File: src/rtl/fft_input_loader.sv
// rtl/fft_input_loader.sv - streams one frame of samples into FFT RAM at bit-reversed addresses,
// then starts the core and stalls the stream until it reports done.
module fft_input_loader #(
  parameter int N     = 1024,
  parameter int LOG2N = 10,
  parameter int DW    = 32
) (
  input  logic             clk,
  input  logic             rst_n,
  input  logic             s_valid,
  output logic             s_ready,
  input  logic [DW-1:0]    s_data,
  input  logic             s_last,
  output logic             ram_we,
  output logic [LOG2N-1:0] ram_addr,
  output logic [DW-1:0]    ram_wdata,
  output logic             fft_start,
  input  logic             fft_done,
  output logic             busy,
  output logic             frame_err
);

  typedef enum logic [1:0] {IDLE, LOAD, START, WAIT_DONE} state_t;

  localparam logic [LOG2N-1:0] LAST_IDX = LOG2N'(N - 1);

  state_t           state, state_nxt;
  logic [LOG2N-1:0] cnt, cnt_nxt;
  logic             hs;
  logic             err_nxt;

  function automatic logic [LOG2N-1:0] bitrev(input logic [LOG2N-1:0] a);
    logic [LOG2N-1:0] r;
    for (int i = 0; i < LOG2N; i++) r[i] = a[LOG2N-1-i];
    return r;
  endfunction

  assign s_ready = (state == LOAD);
  assign busy    = (state == START) || (state == WAIT_DONE);
  assign hs      = s_valid && s_ready;

  always_ff @(posedge clk or negedge rst_n) begin
    if (!rst_n) begin
      state <= IDLE;
      cnt   <= '0;
    end else begin
      state <= state_nxt;
      cnt   <= cnt_nxt;
    end
  end

  // An early last restarts the frame in place; the full-count sample always closes the frame.
  always_comb begin
    state_nxt = state;
    cnt_nxt   = cnt;
    err_nxt   = 1'b0;
    case (state)
      IDLE: state_nxt = LOAD;
      LOAD: begin
        if (hs) begin
          if (cnt == LAST_IDX) begin
            state_nxt = START;
            cnt_nxt   = '0;
            err_nxt   = !s_last;
          end else if (s_last) begin
            cnt_nxt = '0;
            err_nxt = 1'b1;
          end else begin
            cnt_nxt = cnt + 1'b1;
          end
        end
      end
      START:     state_nxt = WAIT_DONE;
      WAIT_DONE: if (fft_done) state_nxt = LOAD;
      default:   state_nxt = IDLE;
    endcase
  end

  // fft_start trails the START cycle so the final RAM write lands first.
  always_ff @(posedge clk or negedge rst_n) begin
    if (!rst_n) begin
      ram_we    <= 1'b0;
      ram_addr  <= '0;
      ram_wdata <= '0;
      fft_start <= 1'b0;
      frame_err <= 1'b0;
    end else begin
      ram_we    <= hs;
      fft_start <= (state == START);
      frame_err <= err_nxt;
      if (hs) begin
        ram_addr  <= bitrev(cnt);
        ram_wdata <= s_data;
      end
    end
  end

endmodule

File: config.mk
export PLATFORM = sky130hd
export DESIGN_NAME = fft_input_loader
export DESIGN_NICKNAME = d
export VERILOG_FILES = /design/src/rtl/fft_input_loader.sv
export SDC_FILE = /design/constraint.sdc
export NUM_CORES = 1
export LEC_CHECK = 0
export ABC_AREA = 1
export BUFFER_PORTS_ARGS = -buffer_cell sky130_fd_sc_hd__buf_2
export CAP_MARGIN = 20
export CORE_ASPECT_RATIO = 2
export CORE_MARGIN = 3
export CORE_UTILIZATION = 53
export DETAILED_ROUTE_END_ITERATION = 16
export GPL_TIMING_DRIVEN = 0
export PLACE_DENSITY = 0.93
export SYNTH_ARGS = -nofsm -noshare
export SYNTH_HDL_FRONTEND = slang
export SYNTH_SLANG_ARGS = --single-unit
File: constraint.sdc
create_clock -name clk -period 3.05 [get_ports clk]
set_input_delay 0.61 -clock clk [delete_from_list [all_inputs] [get_ports clk]]
set_output_delay 0.61 -clock clk [all_outputs]
set_load 0.05 [all_outputs]
==> out/metrics.yaml <==
worstSetupPathDepth: 4
endpoint_kind: "primary output"
avgViaCountPerCell: 4.775
syn_nets: 319
tightest_slew_ns: 0.4507
period_share: 0.6891
cts_root_buffer: "clkbuf_8"
clockBufferDepth: 2
crit_slowest_cell: "dfrtp_1"
cts_tree: "done"
cts_hold_buf: 0
setup.worst_path.class: "reg -> out"
leakage_uw: 0.001804
ant_nets: 0
fillers: 369
fmax_mhz: 475.8
totalPowerFinal_uw: 1793
antenna_found_initial: 0
peakVddDrop_mv: 0.4122
vias: 2058
ys_ff_latch: 57
drive_gt1_frac: 0.3050
finalWirelength_um: 5537
drt_iter0_drc: 62
met3_usage: 0.06222
die_h_um: 101.0
outcome: "finished, final reports clean"
cp-start-kind: "flip-flop"
dieArea_mm2: 0.005405
cts_buffers: 9
final_cell_mix: "143 x nand2_1, 89 x buf_2, 57 x dfrtp_1"
grt_pass1_wl_um: 9170
r2r-end: "cnt[9]"
io_pins: 84
areaGrowthSynthToFinish_pct: 28.29
wl_per_cell_um: 12.85
start_util: 0.5513
grt_usage: 0.2376
hpwl_um: 4181
cpPeakStageDelay_ns: 0.43
finClkSkew_ns: 0.009084
drv_cap: 0
rsz0062_at_grt: "false"
drv_slew: 0
nets: 414
grt_use_met1: 0.2493
fin_crit_ns: 2.102
ys_types: 24
clock_sinks: 57
yosysSeqAreaShare: 0.5962
layout_setup_ws_ns: 0.9482
first_pass_iters: 4
arrival_ns: 1.49
fin_setup_tns_ns: 0
path_buf_inv: 2
die_w_um: 53.51
yosys_warnings: 0
grt.overflow.total: 0
worstRegToRegCells: 9
rrSetupSlack_ns: 1.48
syn-cell-area_mm2: 0.002392
diodes: 0
dp_slack_ns: 1.287
postSynthAreaPerCell_um2: 8.636
hold_class: "in -> async"
io_buffers: 83
cp_data_required_time_ns: 2.44
p_per_area_mw_per_mm2: 584.0
synthCells: 277
first_global_vias: 2126
drc: 0
met2_usage: 0.4040
relSlewSlack: 0.6995
cts_setup_buffers: 0
mostFrequentLayoutCell: "nand2_1"
ctsResizeCount: 0
path_max_fanout: 5
clkSlewWorstSetupHoldPaths_ns: 0.06
grt_max_degree: 40
clkLatencyLatePin_ns: 0.33
htreeDepth: 3
core_mm2: 0.004339
utilization: 0.7073
critical_path.top_delay_family: "flip-flops"
gp_congestion: 0.7952
rows: 34
grt-busiest-layer: "met2"
rr_startpoint: "state[1]"
setup_viol: 0
finalHoldViolations: 0
path_cells: "inv_1, ha_1, or2_2, buf_2"
## synthesized netlist by cell type
library cell	count	share of area
mux2i_1	1	0.0042
inv_1	18	0.028
o21ai_0	6	0.013
o21ai_1	2	0.0042
nand2_4	2	0.0094
or2_2	1	0.0026
o21a_1	1	0.0031
nand3_1	8	0.017
nand3_2	1	0.0042
nor2_2	1	0.0026
nand4_1	1	0.0026
buf_2	6	0.013
nor3_1	1	0.0021
a21oi_1	2	0.0042
ha_1	5	0.026
buf_4	1	0.0031
xor2_1	1	0.0037
nor2_1	12	0.019
nand2_1	143	0.22
nor2_4	1	0.0047
nand2_2	3	0.0078
clkbuf_1	2	0.0031
inv_4	1	0.0026
dfrtp_1	57	0.60
## power by group
group          total [uW]  leakage, uW  internal (uW)  switching (uW)
sequential            837     0.000725            808            29.0
clock                 607    0.0000932            335             272
combinational         348     0.000986           82.5             266
## through the flow
| step | hold slack, ns | area, um^2 | std cells |
|---|---|---|---|
| finish | 0.2157 | 3069 | 431 |
| global route | 0.2390 | 3069 | 431 |
| CTS | 0.2152 | 3069 | 431 |
| detailed placement | 0.4596 | 2895 | 415 |
| global placement | 0.4563 | 2875 | 414 |
| floorplan | 0.3144 | 2392 | 277 |
## worst register-to-register path: stages, from the launching register on
cell and delay, ns:
dfrtp_1 0.41, inv_1 0.09, ha_1 0.24, nand3_1 0.16, nor2_2 0.22, nand2_1 0.10, inv_1 0.09, nand2_1 0.05
nand2_1 0.06, nor2_1 0.04
## flip-flops by register name, indices dropped and copies added (netlist names)
register and cells:
ram_wdata 32, cnt 10, ram_addr 10, state 2
fft_start 1, frame_err 1, ram_we 1
## logic make-up (layout without fill, tap and decap cells)
group | count (synthesis) | count (layout) | synth area share
AO/OA/AOI/OAI | 11 | 11 | 0.02406
multiplexers | 1 | 1 | 0.004184
XOR/XNOR | 1 | 1 | 0.003662
flip-flops | 57 | 57 | 0.5962
buffers and inverters | 28 | 128 | 0.04969
AND/OR/NAND/NOR | 174 | 174 | 0.2960
adder cells (fa/ha/maj) | 5 | 5 | 0.02615
## routing by layer
metal  part of all wire  vias to the layer above
met3              0.052                       19
met1               0.36                      941
li1                   -                     1032
met5                  0                        -
met4              0.038                        0
met2               0.55                       66
## final cells by class
class | instances | area [um^2] | area share
plain buffers | 9 | 45.04 | 0.01468
clock buffers | 13 | 158.9 | 0.05177
clock inverters | 3 | 15.01 | 0.004892
inverters | 19 | 73.82 | 0.02405
multi-input cells | 192 | 847.1 | 0.2760
flip-flops and latches | 57 | 1426 | 0.4647
well taps | 54 | 67.56 | 0.02201
repair buffers | 84 | 435.4 | 0.1419
## how the worst max path moves through the flow
stage / end / start / slack (ns)
floorplan: cnt[9] / state[1] / 1.29
global placement: busy / state[0] / 1.31
detailed placement: busy / state[0] / 1.29
CTS: busy / state[0] / 0.92
global route: busy / state[0] / 0.87
finish: busy / state[0] / 0.95
No activity file was read; power rests on OpenSTA's default activity.
